===== config.mk =====
export PLATFORM = sky130hd
export DESIGN_NAME = data_mem_arbiter
export DESIGN_NICKNAME = d
export VERILOG_FILES = /design/src/rtl/data_mem_arbiter_pkg.sv /design/src/rtl/data_mem_arbiter_rr_arbiter2.sv /design/src/rtl/data_mem_arbiter.sv
export SDC_FILE = /design/constraint.sdc
export NUM_CORES = 1
export LEC_CHECK = 0
export ABC_AREA = 1
export CORE_AREA = 2 2 122 124
export CTS_CLUSTER_SIZE = 20
export DETAILED_ROUTE_END_ITERATION = 10
export DIE_AREA = 0 0 124 126
export DONT_BUFFER_PORTS = 1
export GPL_ROUTABILITY_DRIVEN = 0
export GPL_TIMING_DRIVEN = 0
export RECOVER_POWER = 50
export REMOVE_ABC_BUFFERS = 1
export SETUP_SLACK_MARGIN = 0.5
export SYNTH_ARGS = -nofsm -noshare
export SYNTH_HDL_FRONTEND = slang
export SYNTH_SLANG_ARGS = --single-unit

===== constraint.sdc =====
create_clock -name clk -period 1.9 [get_ports clk]
set_input_delay 0.19 -clock clk [delete_from_list [all_inputs] [get_ports clk]]
set_output_delay 0.19 -clock clk [all_outputs]
set_load 0.02 [all_outputs]

===== src/rtl/data_mem_arbiter_pkg.sv =====
// Shared types and defaults for the data-memory arbiter.
package data_mem_arbiter_pkg;

    // Default cycles from the end of the issue cycle until read data is valid.
    localparam int unsigned DEF_MEM_LAT = 3;

    // Arbiter FSM states.
    typedef enum logic [1:0] {
        ST_IDLE  = 2'd0,
        ST_ISSUE = 2'd1,
        ST_WAIT  = 2'd2,
        ST_RESP  = 2'd3
    } state_e;

    // Command latched from the winning requester at grant time.
    typedef struct packed {
        logic        we;
        logic [31:0] addr;
        logic [31:0] wdata;
        logic [3:0]  sign_mask;
    } cmd_t;

    // Bundle one requester's command fields.
    function automatic cmd_t make_cmd(
        input logic        we,
        input logic [31:0] addr,
        input logic [31:0] wdata,
        input logic [3:0]  sign_mask
    );
        cmd_t c;
        c.we        = we;
        c.addr      = addr;
        c.wdata     = wdata;
        c.sign_mask = sign_mask;
        return c;
    endfunction

endpackage


===== src/rtl/data_mem_arbiter_rr_arbiter2.sv =====
// Two-way request arbiter: round-robin or fixed priority (port 0 wins).
module rr_arbiter2
    import data_mem_arbiter_pkg::*;
(
    input  logic [1:0] req,
    input  logic       last_grant,
    input  logic       mode,
    output logic       gnt
);

    // Lone requester always wins; ties go to port 0 or to the port not served last.
    always_comb begin
        gnt = 1'b0;
        unique case (req)
            2'b01:   gnt = 1'b0;
            2'b10:   gnt = 1'b1;
            2'b11:   gnt = mode ? 1'b0 : ~last_grant;
            default: gnt = 1'b0;
        endcase
    end

endmodule


===== src/rtl/data_mem_arbiter.sv =====
// Shares the single data-memory port between the CPU (port 0) and the
// debug/DMA loader (port 1). One transaction in flight at a time.
module data_mem_arbiter
    import data_mem_arbiter_pkg::*;
#(
    parameter int unsigned MEM_LAT  = DEF_MEM_LAT,
    parameter int unsigned ARB_MODE = 0
) (
    input  logic        clk,
    input  logic        rst,

    input  logic        p0_req,
    input  logic        p0_we,
    input  logic [31:0] p0_addr,
    input  logic [31:0] p0_wdata,
    input  logic [3:0]  p0_sign_mask,
    output logic [31:0] p0_rdata,
    output logic        p0_done,

    input  logic        p1_req,
    input  logic        p1_we,
    input  logic [31:0] p1_addr,
    input  logic [31:0] p1_wdata,
    input  logic [3:0]  p1_sign_mask,
    output logic [31:0] p1_rdata,
    output logic        p1_done,

    output logic [31:0] mem_addr,
    output logic [31:0] mem_wdata,
    output logic [3:0]  mem_sign_mask,
    output logic        mem_memread,
    output logic        mem_memwrite,
    input  logic [31:0] mem_rdata,

    output logic        busy
);

    localparam int unsigned CNT_W = (MEM_LAT < 1) ? 1 : $clog2(MEM_LAT + 1);

    state_e            state_q, state_d;
    cmd_t              cmd_q, cmd_d;
    logic              gnt_q, gnt_d;
    logic              last_grant_q, last_grant_d;
    logic [CNT_W-1:0]  cnt_q, cnt_d;
    logic [31:0]       p0_rdata_q, p0_rdata_d;
    logic [31:0]       p1_rdata_q, p1_rdata_d;
    logic              p0_done_q, p0_done_d;
    logic              p1_done_q, p1_done_d;
    logic              arb_gnt;

    rr_arbiter2 u_arb (
        .req        ({p1_req, p0_req}),
        .last_grant (last_grant_q),
        .mode       (ARB_MODE != 0),
        .gnt        (arb_gnt)
    );

    // Next-state logic: grant in IDLE, one-cycle issue, count down latency, report.
    always_comb begin
        state_d      = state_q;
        cmd_d        = cmd_q;
        gnt_d        = gnt_q;
        last_grant_d = last_grant_q;
        cnt_d        = cnt_q;
        p0_rdata_d   = p0_rdata_q;
        p1_rdata_d   = p1_rdata_q;
        p0_done_d    = 1'b0;
        p1_done_d    = 1'b0;

        unique case (state_q)
            ST_IDLE: begin
                if (p0_req || p1_req) begin
                    gnt_d   = arb_gnt;
                    cmd_d   = arb_gnt ? make_cmd(p1_we, p1_addr, p1_wdata, p1_sign_mask)
                                      : make_cmd(p0_we, p0_addr, p0_wdata, p0_sign_mask);
                    state_d = ST_ISSUE;
                end
            end
            ST_ISSUE: begin
                cnt_d   = CNT_W'(MEM_LAT);
                state_d = ST_WAIT;
            end
            ST_WAIT: begin
                cnt_d = cnt_q - CNT_W'(1);
                if (cnt_q == CNT_W'(1)) begin
                    if (!cmd_q.we) begin
                        if (gnt_q) p1_rdata_d = mem_rdata;
                        else       p0_rdata_d = mem_rdata;
                    end
                    if (gnt_q) p1_done_d = 1'b1;
                    else       p0_done_d = 1'b1;
                    state_d = ST_RESP;
                end
            end
            ST_RESP: begin
                last_grant_d = gnt_q;
                state_d      = ST_IDLE;
            end
            default: state_d = ST_IDLE;
        endcase
    end

    // State and output registers; reset abandons any in-flight transaction silently.
    always_ff @(posedge clk) begin
        if (rst) begin
            state_q      <= ST_IDLE;
            cmd_q        <= '0;
            gnt_q        <= 1'b0;
            last_grant_q <= 1'b1;
            cnt_q        <= '0;
            p0_rdata_q   <= '0;
            p1_rdata_q   <= '0;
            p0_done_q    <= 1'b0;
            p1_done_q    <= 1'b0;
        end else begin
            state_q      <= state_d;
            cmd_q        <= cmd_d;
            gnt_q        <= gnt_d;
            last_grant_q <= last_grant_d;
            cnt_q        <= cnt_d;
            p0_rdata_q   <= p0_rdata_d;
            p1_rdata_q   <= p1_rdata_d;
            p0_done_q    <= p0_done_d;
            p1_done_q    <= p1_done_d;
        end
    end

    // Outputs come only from registers and the decoded state.
    always_comb begin
        mem_addr      = cmd_q.addr;
        mem_wdata     = cmd_q.wdata;
        mem_sign_mask = cmd_q.sign_mask;
        mem_memread   = (state_q == ST_ISSUE) && !cmd_q.we;
        mem_memwrite  = (state_q == ST_ISSUE) &&  cmd_q.we;
        busy          = (state_q != ST_IDLE);
        p0_rdata      = p0_rdata_q;
        p1_rdata      = p1_rdata_q;
        p0_done       = p0_done_q;
        p1_done       = p1_done_q;
    end

endmodule


== Word-level counts from Yosys, hierarchy flattened ==
Cells that the tools add are included.

* Div/mod/pow operators: 0
* Equality and inequality tests: 8
* Add/sub/neg operators: 1
* Magnitude comparators: 0
* Reductions and logical operators: 12
* Muxes and demuxes: 8
* $mul: 0
* Bitwise gates (word level): 5
* Shift-type cells: 0

{| class="wikitable"
|+ Operators with widths
! cell !! count
|-
| 69-bit 2-to-1 mux || 1
|-
| 2-bit == test (second input constant) || 4
|-
| 2-bit one-hot mux with 4 select lines || 1
|-
| 4-bit AND reduction || 2
|-
| 1-bit inverter || 5
|-
| 2-bit by 1-bit == test with 1-bit output (second input constant) || 2
|-
| 2-bit 2-to-1 mux || 2
|-
| 2-bit inequality test (second input constant) || 2
|-
| 2-bit one-hot mux with 2 select lines || 1
|-
| 2-bit AND reduction || 2
|-
| 2-bit nonzero test || 2
|-
| 3-bit OR reduction || 1
|-
| 1-bit logical AND || 2
|-
| 2-bit logical NOT || 1
|-
| 1-bit 2-to-1 mux || 2
|-
| 1-bit one-hot mux with 2 select lines || 1
|-
| 2-bit by 1-bit subtractor with 2-bit output (second input constant) || 1
|-
| 1-bit logical NOT || 1
|-
| 1-bit logical OR || 1
|}

* Output and inout port bits: 137
* Bits in read-only memories: 0
* Latch bits: 0
* Logic and storage cells: 46
* Memories: 0
* RAM bits: 0
* Flip-flop bits (word level): 141
* Input port bits: 174

== Longest topological paths before layout ==
* Depth in word-level cells: 3
* Mapped depth: 9
* Depth with buffers taken out: 8

== Modules after synthesis ==
From an unflattened synthesis, not the netlist that was laid out.

* Cells, all modules: 1058
* Area, all modules: 7094.3 um2

{| class="wikitable"
|+ Modules (own cells, without submodules)
! module !! sequential area each (um2) !! cells an instance !! area an instance (um2) !! times used
|-
| data_mem_arbiter || 2822.7 || 1051 || 7065.5 || 1
|-
| rr_arbiter2 || 0.0 || 7 || 28.8 || 1
|}

== Worst setup path after synthesis ==
No wires, ideal clock.

* Path kind: register to register
* Start: reg state_q[0]
* End: reg cmd_q, in the netlist mem_addr[10]
* Setup time: 0.117 ns
* Stages on the path, launching flop included: 9
* Slack: 0.445 ns
* Buffers on the path: 2
* Data arrival time: 1.338 ns
* Period minus slack after synthesis: 1.455 ns
* Data required time: 1.783 ns
* Cell sequence: dfxtp_1 inv_1 ha_1 inv_2 nor2_2 buf_4 buf_4 o21ai_0 nor2_1

* Longest elaborated chain between the ends: 2

{| class="wikitable"
|+ RTL lines
! item !! RTL line !! text
|-
| start: declaration || data_mem_arbiter.sv:40 || <nowiki>state_e state_q, state_d;</nowiki>
|-
| start signal: assignment || data_mem_arbiter.sv:116 || <nowiki>state_q <= state_d;</nowiki>
|-
| 2-bit logical NOT || data_mem_arbiter.sv:70 || <nowiki>unique case (state_q)</nowiki>
|-
| 2-bit AND reduction (no line) || n/a ||
|-
| end signal: assignment || data_mem_arbiter.sv:117 || <nowiki>cmd_q <= cmd_d;</nowiki>
|-
| end: declaration || data_mem_arbiter.sv:41 || <nowiki>cmd_t cmd_q, cmd_d;</nowiki>
|}

No other way between the ends.
A chain may end at the register's enable or synchronous reset.

== Worst setup path in the final report ==
* Start: reg state_q[1]
* End: reg cmd_q, in the netlist mem_wdata[13]

The elaborated chain is that of the path after synthesis.

==> summary.md <==
| Metric | Value |
|---|---|
| DRT iter0 DRCs | `533` |
| # setup viols final | `0` |
| Commonest cells in the netlist | `nor2_1, nand2_1, inv_1` |
| Crit Path Category | `flop to flop` |
| Sw Ratio | `38.8%` |
| WHS | `-7.69 ps` |
| Share of cells above drive strength 1 | `20.4%` |
| Cell internal pwr | `0.00903 W` |
| Vias per inst | `5.12` |
| Fin. Hold Viols | `1` |
| Place WS | `-35.8 ps` |
| Area of the core | `14300 um^2` |
| Post-Syn Instances | `1120` |
| CTS Root Cell | `clkbuf_16` |
| Filler Cell Count | `996` |
| Clk pwr share | `25.7%` |
| Synthesized area per cell | `6.31 um^2` |
| Main combinational cell family by area after synthesis | `simple AND/OR/NAND/NOR gates` |
| CP Cell Sequence | `inv_4 > ha_1 > inv_6 > nor2_4 > buf_6 > buf_6 > buf_12 > buf_16 > o21ai_1 > nor2_1` |
| RSZ-0062 raised after global routing | `yes` |
| Fraction of registers with async set or reset after synthesis | `0%` |
| CTS tree | `yes` |
| Tmin final | `1750 ps` |
| Top-count cell post-synth | `nor2_1` |
| CTS clk-pin slew, worst paths | `60 ps` |
| Initial Util | `49.3%` |
| ANT cells | `0` |
| Post-DP Area | `6570 um^2` |
| Vias in the first global route | `6676` |
| EDFF count, synth | `0` |
| Top cells by area, synth | `dfxtp_1, nor2_1, nand2_1, buf_4, inv_1` |
| Required time of the worst setup path | `2220 ps` |
| Status | `finished, violations left` |
| Synth Area in Simple Gates | `33.6%` |
| HPWL Detailed | `11300 um` |
| Residual DRC | `0` |
| Synthesized area | `7060 um^2` |
| Post-Synth XOR/XNOR Area | `0%` |
| HP Class | `input port to flop` |
| Maxcap violations | `0` |
| CP Capture Type | `flop` |
| Number of port buffers | `0` |
| Overflow after GRT | `0` |
| I/O pins | `311` |
| Synth area leader | `dfxtp_1` |
| Skew-Pair Late Insertion Delay | `430 ps` |
| Primary FF master, synth | `dfxtp_1` |
| Multi-input logic area | `3840 um^2` |
| RR Startpoint | `state_q[1]$_SDFFE_PP0P_` |
| CP arrival | `2060 ps` |
| F_max | `573 MHz` |
| Seq/Total Area, Yosys | `40.0%` |
| Post-synthesis mux area share | `0%` |
| Detailed Routing Iterations Pass 1 | `5` |
| CTS buffer count | `17` |
| Die area | `15600 um^2` |
| Synth Area in Adders | `1.06%` |
| Worst path slowest cell | `dfxtp_1` |
| Setup WS post-layout | `154 ps` |
| Leakage power | `5.12 nW` |
| Most used cell, CP | `buf_6` |
| Final std cells w/o fill | `1397` |
| Yosys reg bits | `141` |
| Syn. warnings | `0` |
| Psw | `0.00572 W` |
| FF+latch area | `2830 um^2` |
| Clk sinks | `141` |
| Num rows | `44` |
| P&R area growth vs syn | `46.4%` |
| Routed WL per cell | `18.0 um` |
| GRT Total Usage | `28.6%` |
| Critical path launch point type | `flop` |
| Worst Setup SP | `state_q[1]$_SDFFE_PP0P_` |
| Max-slew violations | `0` |
| Placed Cells | `1184` |
| Comb pwr share | `39.9%` |
| Via count | `7153` |
| Nets@finish | `1380` |
| Number of distinct library cells after synthesis | `19` |
| Violated checks | `hold timing` |
| Area share of the largest cell type after synthesis | `40.0%` |
| Hold Path Origin | `p1_wdata[11]` |
| CTS H-tree depth | `4` |
| Worst-Margin Slew | `644 ps` |
| Compound-Gate Fraction of Synth Area | `5.63%` |
| Wire length of the first global-routing pass | `34300 um` |
| Die width | `124 um` |
| Post-route ant nets | `0` |
| Max-Slew Margin vs Limit | `57.1%` |
| Largest net degree at the start of global routing | `78` |
| CTS Buffer Depth | `2` |
| VDD IR max | `0.764 mV` |
| Antenna violations before repair | `0` |
| Power Density | `1430 nW/um^2` |
| Clock skew | `10.9 ps` |
| Die Ht | `126 um` |
| Fin crit share | `91.9%` |
| Register share of total power | `34.5%` |
| Final Cell Area | `10300 um^2` |
| Worst path max stage delay | `390 ps` |
| Routed Wire Length | `25200 um` |
| Crit path max fanout | `6` |
-- power groups by stage --
stage / Combinational (W) / Sequential, W / Clock (W)
global route: 0.00626 / 0.00515 / 0.00395
detailed placement: 0.00230 / 0.00500 / 0
global placement: 0.00178 / 0.00446 / 0
floorplan: 0.00180 / 0.00476 / 0
CTS: 0.00445 / 0.00505 / 0.00380
finish: 0.00588 / 0.00508 / 0.00379
-- repair_timing --
| action | 4_1_cts | 5_1_grt |
|---|---|---|
| buffers inserted | 22 | 0 |
| hold buffers | 122 | 5 |
| endpoints found under the hold margin | 124 | 5 |
| resized for setup | 152 | 164 |
| pin swaps | 33 | 139 |
| cloned | 22 | 10 |
| setup endpoints to repair | 136 | 135 |
-- metrics by stage --
step / TNS [ps] / hold WS (ps) / power (W) / util, %
after floorplan: -125600 / 259 / 0.00656 / -
after global placement: -322070 / 262 / 0.00625 / 45.0
after detailed placement: -153 / 268 / 0.00730 / 45.9
after CTS: 0 / 0.230 / 0.0133 / 66.4
after global routing: 0 / -5.61 / 0.0154 / 72.2
final: 0 / -7.69 / 0.0148 / 72.2
-- registers in the layout, summed over array words and instances, names as in the netlist --
name and count:
mem_sign_mask 4, cnt_q 2, p1_done 1, state_q 2
p1_rdata 32, p0_rdata 32, gnt_q 1, p0_done 1
last_grant_q 1, mem_addr 32, cmd_q 1, mem_wdata 32
-- cell type report --
class,instances,share of cell area [%]
Clock inverter,10,1.77
Inverter,145,5.42
Tap cell,184,2.23
Timing Repair Buffer,174,21.4
Sequential cell,141,27.4
Clock buffer,22,4.68
Multi-Input combinational cell,721,37.2
-- critical path, delay by kind of cell, from the launching register on --
family	cells	cell delay (ps)
and+or+nand+nor	2	130
AOI/OAI and AO/OA	1	150
DFF	1	390
adders and majority gates	1	270
buffers and inverters	6	690
-- path summary, 6_finish.rpt --
| path | end | depth (start not counted) | slack, ps |
|---|---|---|---|
| hold reg to reg | cnt_q[0]$_SDFFE_PP0P_ | 1 | 500 |
| hold / removal | mem_wdata[11]$_SDFFE_PP0P_ | 4 | -8 |
| setup / recovery | mem_wdata[13]$_SDFFE_PP0P_ | 10 | 150 |
| setup reg to reg | mem_wdata[13]$_SDFFE_PP0P_ | 10 | 150 |
-- cells by family after synthesis --
group,count (synthesis)
compound gates,79
fa+ha+maj,6
buf+inv,270
flops,141
simple gates,624
-- cells in the final DEF, fill, tap and decap left out, types with 20 or more instances in the layout --
master and instances:
o21ai_1 26, nor2_1 286, nor2_2 34, o21ai_0 20, dlygate4sd3_1 127, o21ai_2 26
nand2_1 212, clkbuf_16 25, dfxtp_1 139, inv_1 139, nand2_4 49, nor2_4 24
-- layer usage --
layer / routed length [um] / share of wire, % / vias to the layer above / GRT usage, %
li1: - / - / 3397 / -
met1: 8820 / 35 / 3248 / 31.1
met2: 12900 / 51 / 424 / 49.8
met3: 2500 / 9.9 / 84 / 10.8
met4: 987 / 3.9 / 0 / 11.4
met5: 0 / 0 / - / 0
Power figures use the tool's default switching activity.
